### src/rtl/pkg_vending.sv
// pkg_vending: shared types and constants for the vending machine change path.
// Holds the sequencer state encoding, the ejector item codes, the denomination
// values and the code-to-value helper used by the sequencer and ejector models.
package pkg_vending;

    // Sequencer states; ERRO is reachable only when the ack timeout is built in.
    typedef enum logic [2:0] {
        OCIOSO       = 3'd0,
        EJETA        = 3'd1,
        ESPERA_BAIXO = 3'd2,
        CONCLUI      = 3'd3,
        ERRO         = 3'd4
    } estado_t;

    // Item codes presented on ejetar_valor.
    localparam logic [1:0] ITEM_R1  = 2'b00;
    localparam logic [1:0] ITEM_R2  = 2'b01;
    localparam logic [1:0] ITEM_R5  = 2'b10;
    localparam logic [1:0] ITEM_R10 = 2'b11;

    // Denomination values in reais.
    localparam int unsigned VALOR_R1  = 1;
    localparam int unsigned VALOR_R2  = 2;
    localparam int unsigned VALOR_R5  = 5;
    localparam int unsigned VALOR_R10 = 10;

    // Value in reais of one dispensed item.
    function automatic logic [3:0] valor_item(input logic [1:0] codigo);
        logic [3:0] valor;
        case (codigo)
            ITEM_R1:  valor = 4'(VALOR_R1);
            ITEM_R2:  valor = 4'(VALOR_R2);
            ITEM_R5:  valor = 4'(VALOR_R5);
            default:  valor = 4'(VALOR_R10);
        endcase
        return valor;
    endfunction

endpackage

### src/rtl/controle_devolucao_detector_borda.sv
// detector_borda: registered rising-edge detector for the return request.
// subida_o is combinational: current level high while the registered copy is low.
module detector_borda (
    input  logic clk,
    input  logic rst_n,
    input  logic sinal_i,
    output logic subida_o
);

    logic anterior_q;

    // Registered copy of the input level from the previous cycle.
    always_ff @(posedge clk or negedge rst_n) begin
        if (!rst_n) begin
            anterior_q <= 1'b0;
        end else begin
            anterior_q <= sinal_i;
        end
    end

    assign subida_o = sinal_i & ~anterior_q;

endmodule

### src/rtl/controle_devolucao.sv
// controle_devolucao: change-return sequencer.
// Latches the credit on an accepted return request and dispenses it greedily
// (R$10, R$5, R$2, R$1), one item per ejector handshake.
// Optional feature: define DEVOLUCAO_TIMEOUT_EN to add the ack-wait timeout
// counter and the sticky ERRO state; without it the block waits forever for ack.
//
// Ejector handshake (four-phase req/ack): ejetar_req rises with ejetar_valor
// already stable; the ejector raises ejetor_ack once the item is taken; req
// falls on the next cycle and stays low until ack has been seen low; only then
// may the next req rise. ejetar_valor never changes while req is high. A low
// req outside that sequence (reset or timeout) means the ejector must abort.
module controle_devolucao
    import pkg_vending::*;
#(
    parameter int CREDITO_W      = 6,
    parameter int TIMEOUT_CICLOS = 255
) (
    input  logic                 clk,
    input  logic                 rst_n,
    input  logic                 devolver_dinheiro,
    input  logic [CREDITO_W-1:0] credito,
    input  logic                 ejetor_ack,
    output logic                 ejetar_req,
    output logic [1:0]           ejetar_valor,
    output logic                 Led_2,
    output logic                 Led_3,
    output logic                 concluido,
    output logic                 erro,
    output estado_t              estado_o,
    output logic [CREDITO_W-1:0] restante_o
);

    estado_t                estado_q, estado_d;
    logic [CREDITO_W-1:0]   restante_q, restante_d;
    logic [1:0]             valor_q, valor_d;
    logic                   led3_q, led3_d;
    logic                   subida;
    logic [CREDITO_W-1:0]   valor_atual;
    logic                   expirou;

    detector_borda u_detector_borda (
        .clk      (clk),
        .rst_n    (rst_n),
        .sinal_i  (devolver_dinheiro),
        .subida_o (subida)
    );

    // Amount of the item currently offered, widened to the credit width.
    assign valor_atual = CREDITO_W'(valor_item(valor_q));

`ifdef DEVOLUCAO_TIMEOUT_EN
    localparam int CNT_W = ($clog2(TIMEOUT_CICLOS + 1) > 8) ? $clog2(TIMEOUT_CICLOS + 1) : 8;

    logic [CNT_W-1:0] cnt_q, cnt_d;

    // Wait counter: counts cycles spent in a handshake state, restarts on any state change.
    always_comb begin
        cnt_d = '0;
        if ((estado_q == EJETA || estado_q == ESPERA_BAIXO) && estado_d == estado_q) begin
            cnt_d = cnt_q + 1'b1;
        end
    end

    // Wait counter register.
    always_ff @(posedge clk or negedge rst_n) begin
        if (!rst_n) begin
            cnt_q <= '0;
        end else begin
            cnt_q <= cnt_d;
        end
    end

    assign expirou = (estado_q == EJETA || estado_q == ESPERA_BAIXO) &&
                     (cnt_q == CNT_W'(TIMEOUT_CICLOS - 1));
`else
    logic unused_timeout;
    assign unused_timeout = (TIMEOUT_CICLOS == 0);
    assign expirou        = 1'b0;
`endif

    // Next state and remaining amount.
    always_comb begin
        estado_d   = estado_q;
        restante_d = restante_q;
        case (estado_q)
            OCIOSO: begin
                if (subida) begin
                    restante_d = credito;
                    estado_d   = (credito == '0) ? CONCLUI : EJETA;
                end
            end
            EJETA: begin
                if (ejetor_ack) begin
                    restante_d = restante_q - valor_atual;
                    estado_d   = ESPERA_BAIXO;
                end
            end
            ESPERA_BAIXO: begin
                if (!ejetor_ack) begin
                    estado_d = (restante_q == '0) ? CONCLUI : EJETA;
                end
            end
            CONCLUI: begin
                estado_d = OCIOSO;
            end
`ifdef DEVOLUCAO_TIMEOUT_EN
            ERRO: begin
                estado_d = ERRO;
            end
`endif
            default: begin
                estado_d = OCIOSO;
            end
        endcase
        // A handshake that made no progress within the limit is abandoned.
        if (expirou && estado_d == estado_q) begin
            estado_d = ERRO;
        end
    end

    // Greedy item choice from the amount that will be left next cycle.
    always_comb begin
        if (restante_d >= CREDITO_W'(VALOR_R10)) begin
            valor_d = ITEM_R10;
        end else if (restante_d >= CREDITO_W'(VALOR_R5)) begin
            valor_d = ITEM_R5;
        end else if (restante_d >= CREDITO_W'(VALOR_R2)) begin
            valor_d = ITEM_R2;
        end else begin
            valor_d = ITEM_R1;
        end
    end

    // One-cycle acknowledge pulse, raised when an item is accepted.
    always_comb begin
        led3_d = (estado_q == EJETA) && ejetor_ack;
    end

    // State, remaining amount, item code and acknowledge pulse registers.
    always_ff @(posedge clk or negedge rst_n) begin
        if (!rst_n) begin
            estado_q   <= OCIOSO;
            restante_q <= '0;
            valor_q    <= ITEM_R1;
            led3_q     <= 1'b0;
        end else begin
            estado_q   <= estado_d;
            restante_q <= restante_d;
            valor_q    <= valor_d;
            led3_q     <= led3_d;
        end
    end

    assign ejetar_req   = (estado_q == EJETA);
    assign ejetar_valor = valor_q;
    assign Led_2        = (estado_q != OCIOSO);
    assign Led_3        = led3_q;
    assign concluido    = (estado_q == CONCLUI);
`ifdef DEVOLUCAO_TIMEOUT_EN
    assign erro         = (estado_q == ERRO);
`else
    assign erro         = 1'b0;
`endif
    assign estado_o     = estado_q;
    assign restante_o   = restante_q;

endmodule

### config.mk
export PLATFORM = sky130hd
export DESIGN_NAME = controle_devolucao
export DESIGN_NICKNAME = d
export VERILOG_FILES = /design/src/rtl/pkg_vending.sv /design/src/rtl/controle_devolucao_detector_borda.sv /design/src/rtl/controle_devolucao.sv
export SDC_FILE = /design/constraint.sdc
export NUM_CORES = 1
export LEC_CHECK = 0
export ABC_AREA = 1
export CAP_MARGIN = 20
export CORE_MARGIN = 5
export CORE_UTILIZATION = 45
export DETAILED_ROUTE_END_ITERATION = 8
export PLACE_DENSITY = 0.77
export SLEW_MARGIN = 20
export SYNTH_ARGS = -nofsm -noshare
export SYNTH_HDL_FRONTEND = slang
export SYNTH_SLANG_ARGS = --single-unit
### constraint.sdc
create_clock -name clk -period 2.5 [get_ports clk]
set_clock_uncertainty 0.1 [all_clocks]
set_input_delay 0.625 -clock clk [delete_from_list [all_inputs] [get_ports clk]]
set_output_delay 0.625 -clock clk [all_outputs]
set_load 0.005 [all_outputs]
# Word level (Yosys, flattened, before mapping)

Index checks and enable logic that the tools add are counted.

$lt $le $gt $ge: 3
Divide/modulo/power cells: 0
Mux-type cells: 13
Reduce and logical (&&, ||, !) cells: 7
Add/subtract/negate cells: 1
Equal/unequal tests: 8
Bitwise gates (word level): 2
$mul: 0
Shift-type cells: 0

Operator list:

| operator                                                                             | number |
|---|---|
| 6-bit zero test                                                                      | 2 |
| 6-bit 2-to-1 mux                                                                     | 2 |
| 4-bit case mux with 3 select lines                                                   | 1 |
| 6-bit case mux with 2 select lines                                                   | 1 |
| 3-bit 2-to-1 mux                                                                     | 3 |
| 3-bit case mux with 3 select lines                                                   | 1 |
| 2-bit 2-to-1 mux                                                                     | 4 |
| 3-bit by 2-bit == test with 1-bit output (second input constant)                     | 2 |
| 6-bit by 2-bit greater-or-equal comparator with 1-bit output (second input constant) | 1 |
| 6-bit by 3-bit greater-or-equal comparator with 1-bit output (second input constant) | 1 |
| 6-bit by 4-bit greater-or-equal comparator with 1-bit output (second input constant) | 1 |
| 2-bit inequality test (second input constant)                                        | 3 |
| 6-bit by 4-bit subtractor with 6-bit output                                          | 1 |
| 3-bit by 1-bit == test with 1-bit output (second input constant)                     | 1 |
| 3-bit zero test                                                                      | 1 |
| 3-bit AND reduction                                                                  | 1 |
| 3-bit nonzero test                                                                   | 1 |
| 2-bit by 1-bit == test with 1-bit output (second input constant)                     | 1 |
| 2-bit == test (second input constant)                                                | 1 |
| 2-bit zero test                                                                      | 1 |
| 1-bit AND                                                                            | 1 |
| 1-bit logical AND                                                                    | 1 |
| 1-bit 2-to-1 mux                                                                     | 1 |
| 1-bit NOT                                                                            | 1 |

Latch bits: 0
Register bits: 13
Output and inout port bits: 16
Memory bits (read-only): 0
Memories: 0
Bits in writable memories: 0
Word-level logic and storage cells: 39
Bits of input ports: 10

# Longest topological paths before layout

Gate-level depths: netlist of the first run.

Depth in word-level cells: 9
Mapped depth: 14
Mapped depth without buffers: 14

# Cells and area by module

A second synthesis of the first run with hierarchy kept.

Cells, all modules: 113
Area, all modules: 838.3 um^2

Modules (own cells, without submodules):

| module             | seq. area each (um^2) | area an instance (um^2) | cells an instance | instances |
|---|---|---|---|---|
| controle_devolucao | 275.3                 | 803.3                   | 110               | 1 |
| detector_borda     | 25.0                  | 35.0                    | 3                 | 1 |

# Worst setup path before layout of the first run

Ideal clock, no wire load.

Kind: register to register
From: register valor_q[0] (netlist: ejetar_valor[0])
To: register valor_q[0] (netlist: ejetar_valor[0])
Clock period less this slack: 1909 ps
Data arrival time: 1696 ps
Data required time: 2287 ps
Path buffers: 0
Setup time: 113 ps
Stages on the path, launching flop included: 14
Slack: 591 ps
Cells stage by stage: dfrtp_1 > inv_1 > ha_1 > fa_1 > nor2_1 > o21ai_1 > nand2_1 > nand2_1 > nand3_1 > nand2_1 > nor2_2 > nand3_1 > nand2_1 > inv_1

Word-level cells in the longest chain between the ends: 9
Elaborated cells between the ends (all ways): 13
Those cells by class: 1 x add/sub; 3 x order compare; 2 x eq/ne; 6 x mux; 1 x reduce/logical

RTL lines:

| element                                                      | RTL line                  | source |
|---|---|---|
| start, declared                                              | controle_devolucao.sv:35  | `logic [1:0] valor_q, valor_d;` |
| start signal, assigned                                       | controle_devolucao.sv:149 | `valor_q <= valor_d;` |
| 2-bit == test (tied with other cells)                        | pkg_vending.sv:30         | `case (codigo)` |
| 4-bit case mux with 3 select lines (*)                       | pkg_vending.sv:30         |  |
| 6-bit by 4-bit subtractor with 6-bit output (*)              | controle_devolucao.sv:94  | `restante_d = restante_q - valor_atual;` |
| 6-bit 2-to-1 mux (*)                                         | controle_devolucao.sv:93  | `if (ejetor_ack) begin` |
| 6-bit case mux with 2 select lines (*)                       | controle_devolucao.sv:85  | `case (estado_q)` |
| via restante_d[4]                                            | controle_devolucao.sv:34  | `logic [CREDITO_W-1:0] restante_q, restante_d;` |
| 6-bit by 2-bit greater-or-equal comparator with 1-bit output | controle_devolucao.sv:127 | `end else if (restante_d >= CREDITO_W'(VALOR_R2)) begin` |
| 1-bit 2-to-1 mux                                             | controle_devolucao.sv:127 |  |
| 2-bit 2-to-1 mux                                             | controle_devolucao.sv:125 | `end else if (restante_d >= CREDITO_W'(VALOR_R5)) begin` |
| 2-bit 2-to-1 mux (*)                                         | controle_devolucao.sv:123 | `if (restante_d >= CREDITO_W'(VALOR_R10)) begin` |
| via valor_d[0]                                               | controle_devolucao.sv:35  |  |

Mark *: on every way through the listed nets, which the timed path passes. The rest lies on a longest branch.
A chain may end at the register's enable or synchronous reset.

# Worst setup path after layout of the first run

From: register estado_q[0] (netlist: estado_o[0])
To: output port ejetar_req

Word-level cells in the longest chain between the ends: 1

RTL lines:

| element                                  | RTL line                  | source |
|---|---|---|
| start, declared                          | controle_devolucao.sv:33  | `estado_t estado_q, estado_d;` |
| start signal, assigned                   | controle_devolucao.sv:147 | `estado_q <= estado_d;` |
| 3-bit by 1-bit == test with 1-bit output | controle_devolucao.sv:154 | `assign ejetar_req = (estado_q == EJETA);` |
| end, declared                            | controle_devolucao.sv:23  | `output logic ejetar_req,` |

No other way between the ends.

==> impl_metrics.py, run 1 <==
metrics = {
    "critical_path": {
        "arrival_ps": 1490,
        "crit_fanout": 7,
        "cp-start-kind": "flip-flop",
        "cp-end-kind": "output port",
        "required_ps": 1770,
        "reg2reg_depth": 13,
        "crit_type": "flip-flop to output port",
    },
    "detailed_routing": {
        "wl_per_cell_um": 12.3,
        "vias": 799,
        "totalWireLength_mm": 2.09,
        "final_antenna_net_count": 0,
        "avgViaCountPerCell": 4.73,
        "drc": 0,
        "first_pass_iters": 4,
        "drtIter0Drc": 9,
    },
    "layout": {
        "finish.instance_area_um2": 1140,
        "finalNetCount": 159,
        "post-route-util_pct": 60.1,
        "diodes": 0,
        "fin_cells": 169,
        "n_fill_cell": 171,
        "syn2layout_area_growth_pct": 31.2,
        "layout-drive-gt1-share_pct": 14.1,
    },
    "synthesis": {
        "syn_inst": 118,
        "synth-seq-cells": 12,
        "post_synth_mux_area_share_pct": 0,
        "synth.avg_cell_area_um2": 7.38,
        "ys_warn_count": 0,
        "synth_top_cell_by_area": "dfrtp_1",
        "syn_area_um2": 871,
        "synth-simple-area-share_pct": 37.9,
        "synth.distinct_cells": 28,
        "synth_top_family_by_area": "simple AND/OR/NAND/NOR gates",
        "synthAdderAreaFrac_pct": 8.05,
        "synth_top_area_share_pct": 34.5,
        "ys_seq_area_share_pct": 34.5,
        "synthTopCellsByArea": "dfrtp_1 (34%), nand2_1 (12%), inv_1 (8.2%), ha_1 (5.7%), nand3_1 (4.0%)",
        "synth_compound_gate_area_share_pct": 6.75,
        "synth-xor-area-share_pct": 0,
    },
    "global_route": {
        "grt_pass1_wl_mm": 3.50,
        "grt-ovfl-total": 0,
        "grt_antenna_before_repair": 0,
        "grt_max_degree": 13,
        "grt_pass1_vias": 775,
        "grt.total_usage_pct": 17.1,
    },
    "pwr": {
        "power.leakage_nw": 0.575,
        "power.total_mw": 1.43,
        "irDropWorstVdd_mv": 0.592,
        "cellPowerDensity_nw_per_um2": 1250,
    },
    "floorplanning": {
        "die_w_um": 54.0,
        "die_height_um": 54.0,
        "io_pins": 26,
        "start_util_pct": 45.8,
        "dieArea_um2": 2910,
        "core_area_um2": 1900,
        "fp-row-count": 16,
    },
    "worst_hold_path": {
        "hold_path_class": "flip-flop to flip-flop",
        "min_path_cells": 2,
    },
    "clock_tree": {
        "cts_tree": "yes",
        "cts_buffers": 3,
        "clock_latency_ps": 270,
        "postCtsSetupRepairBufs": 0,
        "clock-sinks": 12,
        "clk_pin_slew_ps": 70,
        "htree_levels": 1,
        "cts-root-buf": "clkbuf_4",
        "cts_resized": 0,
        "cts_buffer_depth": 2,
        "cts_hold_buf": 0,
    },
    "sta": {
        "fmax_mhz": 452,
        "slew_headroom_pct": 62.1,
        "tns_ps": 0,
        "fin_ws_ps": 288,
        "slew_violations": 0,
        "worst_pin_slew_ps": 566,
        "setup_viol": 0,
        "grt_setup_unrepaired": "no",
        "layout_min_cycle_time_ps": 2210,
        "fin_crit_sh_pct": 88.5,
        "holdWs_ps": 498,
        "hold_violations": 0,
    },
    "placed_design": {
        "dp_cells": 166,
        "dpl_worst_slack_ps": 184,
        "hpwlAfterDp_mm": 1.74,
        "placed_area_um2": 1120,
        "port_buffers": 23,
        "gp_congestion": 0.828,
    },
    "flow_run": {
        "max_cap_violations": 0,
    },
    "run_status": {
        "status": "finished clean",
    },
}
## report_power, final
group | total [mW] | internal, mW | switching, mW
Combinational | 0.934 | 0.438 | 0.495
Clock | 0.119 | 0.0558 | 0.0628
Sequential | 0.380 | 0.279 | 0.102
## area by class of cell
class	count	area [µm²]	share of cell area, %
repair buffers	23	230	20.2
inverters	23	88.8	7.78
multi-input cells	81	467	40.9
flip-flops and latches	12	300	26.3
clock buffers	3	22.5	1.97
well taps	27	33.8	2.96
## worst max-delay path, stage by stage, from the launching register on
cell and delay [ps]:
dfrtp_1 480, nand2_2 140, inv_4 90, clkdlybuf4s50_1 500
## kinds of logic after synthesis
kind of cell | after synthesis
buf+inv | 26
flops | 12
simple gates | 63
compound gates | 11
other cells | 1
fa+ha+maj | 5
## sequential cells by signal (all words and copies together), names as in the netlist
| register | count |
|---|---|
| restante_o | 6 |
| ejetar_valor | 2 |
| u_detector_borda.anterior_q | 1 |
| estado_o | 2 |
| Led_3 | 1 |
## final timing paths
check	from	to	slack (ps)
max	estado_o[0]$_DFFE_PN0P_	ejetar_req	290
min	restante_o[0]$_DFF_PN0_	restante_o[0]$_DFF_PN0_	500
max reg2reg	ejetar_valor[0]$_DFF_PN0_	ejetar_valor[0]$_DFF_PN0_	350
min reg2reg	restante_o[0]$_DFF_PN0_	restante_o[0]$_DFF_PN0_	500
max in group asynchronous	rst_n	restante_o[3]$_DFF_PN0_	1320
min in group asynchronous	rst_n	estado_o[1]$_DFFE_PN0P_	610
## synthesized netlist by cell type, drive strengths merged
cell type and count:
inv 23, clkbuf 1, nor3 3, conb 1, a21oi 4, ha 4, or2 2, nor2 15
nand2 29, nand3b 2, o21ai 7, dfrtp 12, fa 1, and2 1, nor4 1, nand3 9
buf 2, nand4 1
## routing by layer
layer / vias to the layer above / GRT usage (%) / wire length [µm] / share of wire, %
met3: 4 / 2.77 / 68 / 3.3
met5: - / 0 / 0 / 0
met2: 14 / 27.4 / 1020 / 49
met1: 365 / 21.5 / 942 / 45
li1: 416 / - / - / -
met4: 0 / 9.96 / 53 / 2.5
## cell usage in the layout (no fill, tap or decap), drive strengths merged
master / n
clkbuf: 3
nor2: 15
nand3: 9
nor3: 3
nand3b: 2
and2: 1
o21ai: 7
dfrtp: 12
fa: 1
a21oi: 4
or2: 2
conb: 2
clkdlybuf4s50: 23
nand2: 29
inv: 23
ha: 4
nand4: 1
nor4: 1
Note: power is estimated with default switching activity, not from simulation.
==> run 2, diff against run 1 <==
Settings changed: SKIP_LAST_GASP set to 1.
==> results of run 2 <==
Final layout, timing and power as in run 1 (identical DEF).
